==> src/rtl/alu4_acc_ctrl.sv <==
// alu4_acc_ctrl: accumulator sequencer wrapped around the 4-bit ALU.
// Drives the ALU operands and opcode, waits SETTLE cycles for the result,
// then captures the result into the accumulator and the n/z/c/v flags.
// Optional feature: define ALU4_ACC_CNT_EN to add the op_cnt output, an
// 8-bit count of completed EXEC commands that is cleared by CLRF.
module alu4_acc_ctrl #(
    parameter logic [3:0] ACC_INIT = 4'h0,
    parameter int         SETTLE   = 1
) (
    input  logic       clk,
    input  logic       reset,
    input  logic       cmd_valid,
    output logic       cmd_ready,
    input  logic [1:0] cmd_kind,
    input  logic [2:0] cmd_op,
    input  logic [3:0] cmd_data,
    output logic [3:0] alu_a,
    output logic [3:0] alu_b,
    output logic [2:0] alu_op,
    input  logic [3:0] alu_result,
    input  logic       alu_c,
    input  logic       alu_n,
    input  logic       alu_z,
    input  logic       alu_v,
    output logic [3:0] acc,
    output logic [3:0] flags,
`ifdef ALU4_ACC_CNT_EN
    output logic [7:0] op_cnt,
`endif
    output logic       done,
    output logic       busy
);

    typedef enum logic [1:0] {
        ST_IDLE = 2'b00,
        ST_WAIT = 2'b01,
        ST_DONE = 2'b10
    } state_t;

    localparam logic [1:0] KIND_EXEC = 2'b00;
    localparam logic [1:0] KIND_LOAD = 2'b01;
    localparam logic [1:0] KIND_CLRF = 2'b10;

    // Settle count is held in 4 bits; legal SETTLE values are 1..15.
    localparam logic [3:0] SETTLE_C = 4'(SETTLE);

    state_t     state_r;
    logic [3:0] cnt_r;
    logic [3:0] acc_r;
    logic [3:0] flags_r;
    logic [3:0] alu_b_r;
    logic [2:0] alu_op_r;
    logic       done_r;
    logic       ready_r;
    logic       accept_s;
`ifdef ALU4_ACC_CNT_EN
    logic [7:0] op_cnt_r;
`endif

    assign accept_s = cmd_valid & ready_r;

    // Command sequencer: accept, settle wait, capture and done pulse.
    always_ff @(posedge clk or posedge reset) begin
        if (reset) begin
            state_r  <= ST_IDLE;
            cnt_r    <= 4'd0;
            acc_r    <= ACC_INIT;
            flags_r  <= 4'd0;
            alu_b_r  <= 4'd0;
            alu_op_r <= 3'd0;
            done_r   <= 1'b0;
            ready_r  <= 1'b1;
`ifdef ALU4_ACC_CNT_EN
            op_cnt_r <= 8'd0;
`endif
        end else begin
            case (state_r)
                ST_IDLE: begin
                    if (accept_s) begin
                        ready_r <= 1'b0;
                        case (cmd_kind)
                            KIND_EXEC: begin
                                alu_b_r  <= cmd_data;
                                alu_op_r <= cmd_op;
                                cnt_r    <= SETTLE_C;
                                state_r  <= ST_WAIT;
                            end
                            KIND_LOAD: begin
                                acc_r   <= cmd_data;
                                done_r  <= 1'b1;
                                state_r <= ST_DONE;
                            end
                            KIND_CLRF: begin
                                flags_r <= 4'd0;
`ifdef ALU4_ACC_CNT_EN
                                op_cnt_r <= 8'd0;
`endif
                                done_r  <= 1'b1;
                                state_r <= ST_DONE;
                            end
                            default: begin
                                // NOP: only the done handshake.
                                done_r  <= 1'b1;
                                state_r <= ST_DONE;
                            end
                        endcase
                    end else begin
                        done_r <= 1'b0;
                    end
                end
                ST_WAIT: begin
                    if (cnt_r == 4'd1) begin
                        acc_r   <= alu_result;
                        flags_r <= {alu_n, alu_z, alu_c, alu_v};
`ifdef ALU4_ACC_CNT_EN
                        op_cnt_r <= op_cnt_r + 8'd1;
`endif
                        done_r  <= 1'b1;
                        state_r <= ST_DONE;
                    end else begin
                        cnt_r <= cnt_r - 4'd1;
                    end
                end
                ST_DONE: begin
                    done_r  <= 1'b0;
                    ready_r <= 1'b1;
                    state_r <= ST_IDLE;
                end
                default: begin
                    done_r  <= 1'b0;
                    ready_r <= 1'b1;
                    state_r <= ST_IDLE;
                end
            endcase
        end
    end

    assign cmd_ready = ready_r;
    assign busy      = ~ready_r;
    assign done      = done_r;
    assign acc       = acc_r;
    assign alu_a     = acc_r;
    assign alu_b     = alu_b_r;
    assign alu_op    = alu_op_r;
    assign flags     = flags_r;
`ifdef ALU4_ACC_CNT_EN
    assign op_cnt    = op_cnt_r;
`endif

endmodule

==> config.mk <==
export PLATFORM = sky130hd
export DESIGN_NAME = alu4_acc_ctrl
export DESIGN_NICKNAME = d
export VERILOG_FILES = /design/src/rtl/alu4_acc_ctrl.sv
export SDC_FILE = /design/constraint.sdc
export NUM_CORES = 1
export LEC_CHECK = 0
export BUFFER_PORTS_ARGS = -buffer_cell sky130_fd_sc_hd__buf_2
export CAP_MARGIN = 10
export CORE_UTILIZATION = 42
export DETAILED_ROUTE_END_ITERATION = 8
export GPL_TIMING_DRIVEN = 0
export HOLD_SLACK_MARGIN = 0.03
export PLACE_DENSITY_LB_ADDON = 0.3
export SLEW_MARGIN = 20
export SYNTH_ARGS = -nofsm -noshare
export SYNTH_HDL_FRONTEND = slang
export SYNTH_SLANG_ARGS = --single-unit
==> constraint.sdc <==
create_clock -name clk -period 1.44 [get_ports clk]
set_input_delay 0.36 -clock clk [delete_from_list [all_inputs] [get_ports clk]]
set_output_delay 0.36 -clock clk [all_outputs]
set_load 0.005 [all_outputs]
==> summary.md, run 1 <==
| Metric | Value |
|---|---|
| Status | `finished, violations left` |
| Failing checks | `setup timing` |
| Routed len/inst | `roughly 13 um` |
| Post-synth EDFFs | `0` |
| Sequential share of power | `37.8%` |
| Mapped Cells | `~110` |
| CTS max path bufs | `2` |
| Total power draw | `~3.2 mW` |
| Crit path max-delay cell type | `dfstp_2` |
| Clk pwr share | `~9.7%` |
| Cell Area, Placed | `about 1300 um2` |
| Worst path arrival time | `around 1.7 ns` |
| Die H | `around 53 um` |
| Max-slew violation count | `0` |
| Area of the core | `2320 um2` |
| Final instance area | `~1500 um2` |
| Initial DRC Count | `9` |
| Reg clk slew, reported paths | `around 0.13 ns` |
| Primary FF master, synth | `dfrtp_1` |
| RSZ-0062 raised after global routing | `true` |
| Critical Path Fanout Max | `8` |
| Syn_nets | `between 100 and 150` |
| # DRC | `0` |
| Max-slew headroom | `a little over two fifths` |
| Dpl cells | `approximately 180` |
| P_sw | `1.14 mW` |
| Sink Count | `23` |
| Logic pwr share | `between 50% and 60%` |
| PwrDens | `~2100 nW/um2` |
| Worst Path Required | `around 1.7 ns` |
| Area grow syn2layout | `41.6%` |
| Sequential fraction of the synthesis area | `53.5%` |
| Nets@finish | `188` |
| # IOs | `42` |
| Inserted Diodes | `0` |
| Highest clock rate | `~0.67 GHz` |
| Sw Share | `about 36%` |
| CP Class | `reg2reg` |
| CTS tree | `yes` |
| CP endpoint kind | `register` |
| Via Count | `945` |
| Yosys reg bits | `23` |
| DR pass1 iterations | `4` |
| Total track usage | `around a fifth` |
| Fin crit period | `roughly 1.5 ns` |
| Finish-stage setup viols | `9` |
| DR vias/cell | `around 4.9` |
| Row count | `17` |
| Fillcell total | `between 150 and 200` |
| Netlist cell types | `27` |
| Die Wd | `~53 um` |
| DRT antenna net count | `0` |
| Pin count of the biggest net entering global routing | `24` |
| FF-to-FF setup slack | `-0.05 ns` |
| Cell-internal power | `2.01 mW` |
| Commonest non-fill, non-tap cell in the layout | `buf_2` |
| Peak VDD IR | `between 0.001 and 0.0015 V` |
| Die ar. | `between 2000 and 3000 um2` |
| Post-Syn Area | `1080 um2` |
| Grt ovf | `0` |
| Setup ws final | `-0.0545 ns` |
| Quantity of hold-fixing buffers added after cts | `0` |
| Max-Cap Viols | `0` |
| Static leakage | `0.788 nW` |
| WHS | `about 0.19 ns` |
| Fin crit share | `104%` |
| Ys Warns | `0` |
| Root buffer cell | `clkbuf_4` |
| Initial Util | `roughly 47%` |
| Worst-Margin Slew | `between 0.8 and 0.9 ns` |
| Antenna violations before repair | `0` |
| Vias in the first global route | `~890` |
| Mean Syn Cell Area | `a little over 10 um2` |
| RePlAce Congestion | `roughly 0.72` |
| Worst min path class | `in2async` |
| Post-layout util | `around 66%` |
| Port Buf Inserts | `41` |
| First-pass GRT wire length | `3880 um` |
| DP Wirelength | `~1600 um` |
| H-tree level count | `1` |
| Ys async rst share | `between 90% and 100%` |
| Cell Chain, Critical Path | `and4bb_4 > a32o_2 > buf_6 > a31oi_1` |
| Crit start category | `register` |
| Most frequent cells in the layout | `41 x buf_2, 22 x dfrtp_1, 16 x buf_4, 11 x inv_1, 10 x nand2_1` |
| CTS buffer count | `3` |
| Final cell count without fillers | `193` |
| Layout cell share with drive strength beyond 1 | `53.3%` |
| WL final | `between 2000 and 2500 um` |
| Final Hold Fails | `0` |
| Final Skew | `~0.0066 ns` |
| Crit-path max cell delay | `0.58 ns` |
| Worst-skew pair later-pin latency | `~0.31 ns` |
## final cells by class
cell class,instances,area (um2),area share (%)
clock buffer,3,22.5,1.47
multi-input combinational,65,477,31.2
clock inverter,1,5.00,0.328
timing repair buffer,55,318,20.8
buffer,6,48.8,3.19
inverter,12,45.0,2.95
tap,28,35.0,2.29
sequential,23,577,37.8
## cell usage after synthesis (2+ instances only)
library cell   n  share of area, %
nor3_1         3               1.4
dfrtp_1       22                51
buf_4          4               2.8
nand2_1       10               3.5
a31oi_1        5               2.9
mux2_2         6               6.3
inv_1         12               4.2
a32o_2         2               2.1
nand3_1        4               1.9
o21ai_1        4               1.9
ha_1           2               2.3
o21ai_0        7               3.2
nor2_1        10               3.5
a21oi_1        2              0.93
## registers in the layout (all words and copies together) (netlist names)
signal / flops
acc: 4
alu_b: 4
alu_op: 3
cmd_ready: 1
cnt_r: 4
done: 1
flags: 4
state_r: 2
## worst paths after layout
path	cells past startpoint	endpoint	start
worst max-delay path	4	acc[1]	cmd_ready
worst min-delay path	2	cnt_r[3]	reset
worst max register to register	4	acc[1]	cmd_ready
worst min register to register	1	alu_op[2]	alu_op[2]
max in group asynchronous	2	alu_b[2]	reset
min in group clk	3	flags[3]	alu_n
## cell families (layout without fill, tap and decap cells)
family,count (synthesis),in the layout,synth area share [%]
AO/OA/AOI/OAI,23,23,13.2
adder cells (fa/ha/maj),2,2,2.32
AND/OR/NAND/NOR,33,33,15.2
multiplexers,7,7,7.31
flip-flops,23,23,53.5
buffers and inverters,18,77,8.47
## layer usage
| metal | global-route usage (%) | up-vias | routed length [um] |
|---|---|---|---|
| met1 | 23.0 | 437 | 1100 |
| met5 | 0 | - | 0 |
| met3 | 2.90 | 4 | 93 |
| met4 | 6.14 | 0 | 33 |
| met2 | 34.8 | 30 | 1220 |
| li1 | - | 474 | - |
## critical path, delay by kind of cell, from the launching register on
| kind | cells | cell delay [ns] |
|---|---|---|
| flip-flops | 1 | 0.58 |
| AO/OA/AOI/OAI | 2 | 0.38 |
| buffers and inverters | 1 | 0.13 |
| AND/OR/NAND/NOR | 1 | 0.29 |
## power groups by stage
stage | sequential (mW) | combinational (mW) | clock, mW
after floorplan | 1.20 | 0.708 | 0
after global placement | 1.17 | 1.16 | 0
after detailed placement | 1.19 | 1.20 | 0
after CTS | 1.18 | 1.45 | 0.309
after global routing | 1.24 | 1.84 | 0.331
final | 1.19 | 1.66 | 0.304
## what timing repair did
item	4_1_cts	5_1_grt
setup endpoints to repair	12	15
cloned	0	0
buffers inserted	7	8
gates resized for setup	8	13
pin swaps	5	8
## stage by stage
step | setup TNS, ns | setup slack, ns
after floorplan | 0 | 0.0678
after global placement | -0.203 | -0.0439
after detailed placement | -0.724 | -0.0880
after CTS | -0.00809 | -0.00562
after global routing | -1.16 | -0.137
final | -0.227 | -0.0545
Note: power is estimated with default switching activity, not from simulation.
==> run 2, diff against run 1 <==
Settings changed: SETUP_SLACK_MARGIN from default to 0.3.
==> summary.md, run 2 (synthesis gave the netlist of run 1 again) <==
| Metric | Value |
|---|---|
| CTS buffer count | `3 (unchanged)` |
| Root buffer cell | `clkbuf_4` |
| Critical Path Fanout Max | `8 (unchanged)` |
| Antenna violations before repair | `0 (unchanged)` |
| Worst min path class | `in2async` |
| DR pass1 iterations | `4 (unchanged)` |
| CTS tree | `yes` |
| Sw Share | `35.5% (-0.72 points)` |
| DRT antenna net count | `0 (unchanged)` |
| Grt ovf | `0 (unchanged)` |
| RSZ-0062 raised after global routing | `true` |
| Initial Util | `46.5% (unchanged)` |
| CTS max path bufs | `2 (unchanged)` |
| Reg clk slew, reported paths | `0.13 ns (about the same)` |
| Worst-skew pair later-pin latency | `0.31 ns (about the same)` |
| CP Class | `reg2reg` |
| Dpl cells | `175 (unchanged)` |
| Row count | `17 (unchanged)` |
| Nets@finish | `193 (+2.7%)` |
| # DRC | `0 (unchanged)` |
| Die H | `52.7 um (unchanged)` |
| Fin crit period | `1.48 ns (-0.0104 ns)` |
| Clk pwr share | `8.6% (-1.1 points)` |
| Die ar. | `2770 um2 (unchanged)` |
| Reg2reg end | `acc[1]` |
| Total track usage | `19.4% (+0.16 points)` |
| Final cell count without fillers | `198 (+2.6%)` |
| Die Wd | `52.7 um (unchanged)` |
| Cell Area, Placed | `1340 um2 (+1.3%)` |
| Port Buf Inserts | `41 (unchanged)` |
| First-pass GRT wire length | `3840 um (-0.88%)` |
| Initial DRC Count | `22 (+13)` |
| Cell-internal power | `2.21 mW (+9.8%)` |
| Commonest non-fill, non-tap cell in the layout | `buf_2` |
| Fin crit share | `103% (-0.72 points)` |
| Finish-stage setup viols | `7 (-2)` |
| Max-slew violation count | `0 (unchanged)` |
| WHS | `0.194 ns (-0.000241 ns)` |
| Worst-Margin Slew | `0.838 ns (-0.00633 ns)` |
| R2r startpoint | `cnt_r[1]` |
| Vias in the first global route | `884 (-0.45%)` |
| Worst path arrival time | `1.72 ns (+0.02 ns)` |
| DP Wirelength | `1620 um (-1.4%)` |
| Routed len/inst | `13.0 um (+2.5%)` |
| Worst reg-to-reg path cell count | `6 (+2)` |
| Inserted Diodes | `0 (unchanged)` |
| RePlAce Congestion | `0.746 (+4.3%)` |
| Pin count of the biggest net entering global routing | `24 (unchanged)` |
| Highest clock rate | `0.674 GHz (+0.70%)` |
| Crit start category | `register` |
| Final instance area | `1640 um2 (+7.1%)` |
| Sink Count | `23 (unchanged)` |
| Layout cell share with drive strength beyond 1 | `59.4% (+6.1 points)` |
| PwrDens | `2090 nW/um2 (+1.4%)` |
| Area of the core | `2320 um2 (unchanged)` |
| Sequential share of power | `35.3% (-2.5 points)` |
| Failing checks | `setup timing` |
| Area grow syn2layout | `51.7%` |
| P_sw | `1.22 mW (+6.5%)` |
| Via Count | `1003 (+6.1%)` |
| Most frequent cells in the layout | `37 x buf_2, 21 x dfrtp_1, 20 x buf_4, 11 x inv_1, 10 x nand2_1` |
| Final Hold Fails | `0 (unchanged)` |
| Setup ws final | `-0.0441 ns (+0.0104 ns)` |
| DR vias/cell | `5.07 (+3.5%)` |
| WL final | `2570 um (+5.2%)` |
| Max-Cap Viols | `0 (unchanged)` |
| Status | `finished, violations left` |
| Logic pwr share | `56.1% (+3.6 points)` |
| Post-layout util | `70.6% (+4.7 points)` |
| Worst Path Required | `1.68 ns (+0.03 ns)` |
| Final Skew | `0.00552 ns (-0.00106 ns)` |
| Static leakage | `0.841 nW (+6.8%)` |
| CP endpoint kind | `register` |
| Pre-CTS setup slack | `-0.0754 ns (+0.0126 ns)` |
| FF-to-FF setup slack | `-0.04 ns (about the same)` |
| H-tree level count | `1 (unchanged)` |
| Quantity of hold-fixing buffers added after cts | `0 (unchanged)` |
| # IOs | `42 (unchanged)` |
| Max-slew headroom | `44.1% (+0.42 points)` |
| Peak VDD IR | `0.00118 V (-19%)` |
-- run 2: changes by cell type in the layout (fill, tap and decap cells not counted), moves of 2 or more --
cell,change
mux2_2,-2
nor3_2,+2
o21ai_2,+2
o21ai_1,+2
buf_6,+6
o21ai_0,-4
buf_2,-4
mux2_4,+3
nor3_1,-2
buf_4,+4
-- run 2: metal layers --
layer | wire length, um | up-vias | track usage [%]
li1 | - | 480 | -
met1 | 1070 | 485 | 24.6
met2 | 1350 | 30 | 31.2
met3 | 86 | 8 | 2.61
met4 | 64 | 0 | 11.4
met5 | 0 | - | 0
-- run 2: critical path, cell delays in order (launching register included) --
cell and delay, ns:
dfrtp_1 0.42, inv_2 0.08, ha_4 0.12, nor3b_4 0.28, a32o_2 0.30, nor2_1 0.06, a31oi_1 0.15
-- run 2: power groups by stage --
stage / clock network [mW] / logic [mW] / registers [mW]
after floorplan: 0 / 0.754 / 1.21
after global placement: 0 / 1.21 / 1.19
after detailed placement: 0 / 1.23 / 1.21
after CTS: 0.307 / 1.53 / 1.19
after global routing: 0.337 / 2.11 / 1.25
final: 0.296 / 1.92 / 1.21
-- run 2: how the worst max path moves through the flow --
| stage | cells past startpoint | to | from |
|---|---|---|---|
| after floorplan | 3 | alu_b[0] | cmd_ready |
| after global placement | 6 | cnt_r[1] | cnt_r[1] |
| after detailed placement | 6 | cnt_r[1] | cnt_r[1] |
| after CTS | 6 | acc[1] | cnt_r[1] |
| after global routing | 6 | flags[3] | cnt_r[1] |
| final | 6 | acc[1] | cnt_r[1] |
-- run 2: repair_timing --
item / 4_1_cts / 5_1_grt
pin swaps: 4 / 12
gates resized for setup: 15 / 18
hold endpoints to repair: 0 / 0
buffers inserted: 7 / 12
setup endpoints to repair: 44 / 44
-- run 2: cell type report --
type	instances	area (um2)
buffer	6	63.8
clock buffer	3	22.5
clock inverter	1	5.00
fill	179	682
inverter	12	45.0
multi-input combinational	65	514
sequential	23	578
tap	28	35.0
timing repair buffer	60	373
-- run 2: through the flow --
step / setup TNS, ns / total power [mW]
floorplan: 0 / 1.96
global placement: -0.0839 / 2.39
detailed placement: -0.399 / 2.44
CTS: -0.0402 / 3.02
global route: -1.11 / 3.69
finish: -0.140 / 3.43
==> run 3, diff against run 2 <==
Settings changed: PLACE_DENSITY from default to 0.73, PLACE_DENSITY_LB_ADDON 0.3 to default.
==> summary.md, run 3 (synthesis gave the netlist of run 1 again) <==
| Metric | Value |
|---|---|
| Status | `finished, violations left` |
| Failing checks | `setup timing` |
| Quantity of hold-fixing buffers added after cts | `0 (unchanged)` |
| CTS max path bufs | `2 (unchanged)` |
| CP Class | `reg2reg` |
| CP endpoint kind | `register` |
| P_sw | `1.22 mW (about the same)` |
| R2r startpoint | `cnt_r[1]` |
| Fin crit period | `1.49 ns (+0.00749 ns)` |
| Max-slew violation count | `0 (unchanged)` |
| Sequential share of power | `34.8% (-0.5 points)` |
| Row count | `17 (unchanged)` |
| Highest clock rate | `0.670 GHz (-0.50%)` |
| DRT antenna net count | `0 (unchanged)` |
| Met3 WL | `117 um (+36%)` |
| # DRC | `0 (unchanged)` |
| H-tree level count | `1 (unchanged)` |
| Worst min path class | `in2async` |
| Nets@finish | `193 (unchanged)` |
| Final Skew | `0.00638 ns (+0.000866 ns)` |
| # IOs | `42 (unchanged)` |
| Final instance area | `1600 um2 (-2.2%)` |
| Via Count | `993 (-1.0%)` |
| Pre-CTS setup slack | `-0.0613 ns (+0.0142 ns)` |
| PwrDens | `2150 nW/um2 (+2.9%)` |
| Initial DRC Count | `12 (-45%)` |
| CTS tree | `yes` |
| Area grow syn2layout | `48.4%` |
| RePlAce Congestion | `0.744 (-0.29%)` |
| Vias in the first global route | `916 (+3.6%)` |
| Multi-input logic area | `473 um2 (-8.0%)` |
| Total area of sequential cells | `577 um2 (-0.22%)` |
| M1 WL | `1150 um (+7.6%)` |
| Cell Area, Placed | `1340 um2 (unchanged)` |
| Clk pwr share | `9.0% (+0.4 points)` |
| Fillcell total | `177 (-1.1%)` |
| Setup ws final | `-0.0516 ns (-0.00749 ns)` |
| Met2 WL | `1320 um (-1.9%)` |
| Sink Count | `23 (unchanged)` |
| Total track usage | `20.5% (+1.1 points)` |
| Grt ovf | `0 (unchanged)` |
| Max-Cap Viols | `0 (unchanged)` |
| First-pass GRT wire length | `4040 um (+5.2%)` |
| Die ar. | `2770 um2 (unchanged)` |
| Antenna violations before repair | `0 (unchanged)` |
| Finish-stage setup viols | `8 (+1)` |
| Final Hold Fails | `0 (unchanged)` |
| Worst path arrival time | `1.75 ns (+0.03 ns)` |
| CP startpoint | `cnt_r[1]` |
| Worst-skew pair later-pin latency | `0.32 ns (about the same)` |
| Port Buf Inserts | `41 (unchanged)` |
| Peak VDD IR | `0.00148 V (+25%)` |
| DR vias/cell | `5.02 (-1.0%)` |
| Layout cell share with drive strength beyond 1 | `54.7% (-4.7 points)` |
| Area of the core | `2320 um2 (unchanged)` |
| Total power draw | `3.45 mW (+0.63%)` |
| Routed len/inst | `13.5 um (+3.6%)` |
| DR pass1 iterations | `4 (unchanged)` |
| Commonest non-fill, non-tap cell in the layout | `buf_2` |
| Pin count of the biggest net entering global routing | `24 (unchanged)` |
| Critical Path Fanout Max | `8 (unchanged)` |
| Reg clk slew, reported paths | `0.13 ns (about the same)` |
| Sw Share | `35.3% (-0.23 points)` |
| Top Metal Used | `met4` |
| DP Wirelength | `1710 um (+5.2%)` |
| Static leakage | `0.837 nW (-0.49%)` |
| RSZ-0062 raised after global routing | `true` |
| CTS buffer count | `3 (unchanged)` |
| Crit start category | `register` |
| Most frequent cells in the layout | `36 x buf_2, 22 x dfrtp_1, 19 x buf_4` |
| Fin crit share | `104% (+0.52 points)` |
| Die Wd | `52.7 um (unchanged)` |
| Logic pwr share | `56.2% (about the same)` |
| Die H | `52.7 um (unchanged)` |
| Root buffer cell | `clkbuf_4` |
| Inserted Diodes | `0 (unchanged)` |
| WL final | `2660 um (+3.6%)` |
| Worst-Margin Slew | `0.851 ns (+0.0138 ns)` |
| Worst Path Required | `1.70 ns (+0.02 ns)` |
| Max-slew headroom | `43.2% (-0.92 points)` |
| Initial Util | `46.5% (unchanged)` |
| Cell-internal power | `2.23 mW (+1.0%)` |
-- run 3: cell count changes in the layout (fill, tap and decap cells not counted), moves of 2 or more --
cell     before  now
o21ai_1       7   10
o21ai_2       3    0
nor3_1        1    3
nor3_2        2    0
-- run 3: timing repair --
| item | CTS | global route |
|---|---|---|
| pin swaps | 6 | 3 |
| gates cloned | 0 | 0 |
| setup buffers | 10 | 9 |
| setup endpoints to repair | 44 | 44 |
| gates resized for setup | 19 | 6 |
-- run 3: metal layers --
layer	GRT usage, %	vias to the layer above
met5	0	-
met3	3.77	9
met4	9.21	0
met1	24.5	467
met2	35.2	34
li1	-	483
-- run 3: final cells by class --
type	instances	area share [%]
multi-input combinational	65	29.6
clock buffer	3	1.41
inverter	12	2.81
sequential	23	36.0
clock inverter	1	0.313
buffer	6	3.99
tap	28	2.19
timing repair buffer	60	23.7
-- run 3: per-stage QoR --
step / utilization, % / cells / hold WS [ns] / TNS (ns)
after CTS: 65.0 / 189 / 0.225 / -0.0899
after detailed placement: 57.6 / 175 / 0.487 / -0.285
after floorplan: - / 106 / 0.361 / 0
final: 69.0 / 198 / 0.182 / -0.260
after global routing: 69.0 / 198 / 0.253 / -1.18
after global placement: 57.6 / 175 / 0.484 / -0.0690
-- run 3: worst max-delay path: stages (launching register included) --
cell and delay [ns]:
dfrtp_1 0.43, inv_2 0.07, ha_2 0.16, nor3b_4 0.22, buf_4 0.15, a32o_2 0.23, nand3_2 0.08, o21ai_1 0.09
-- run 3: final timing paths --
path	to	depth (start not counted)	slack, ns
min	alu_op[1]	2	0.18
max in group asynchronous	flags[1]	2	0.73
max reg2reg	flags[0]	7	-0.05
min reg2reg	alu_op[0]	1	0.52
min in group clk	alu_op[0]	2	0.26
max	flags[0]	7	-0.05
-- run 3: power groups by stage --
| stage | logic (mW) | registers (mW) | clock network (mW) |
|---|---|---|---|
| 2_1_floorplan | 0.754 | 1.21 | 0 |
| 3_3_place_gp | 1.20 | 1.19 | 0 |
| 3_5_place_dp | 1.25 | 1.20 | 0 |
| 4_1_cts | 1.62 | 1.20 | 0.311 |
| 5_1_grt | 2.12 | 1.23 | 0.342 |
| 6_report | 1.94 | 1.20 | 0.310 |
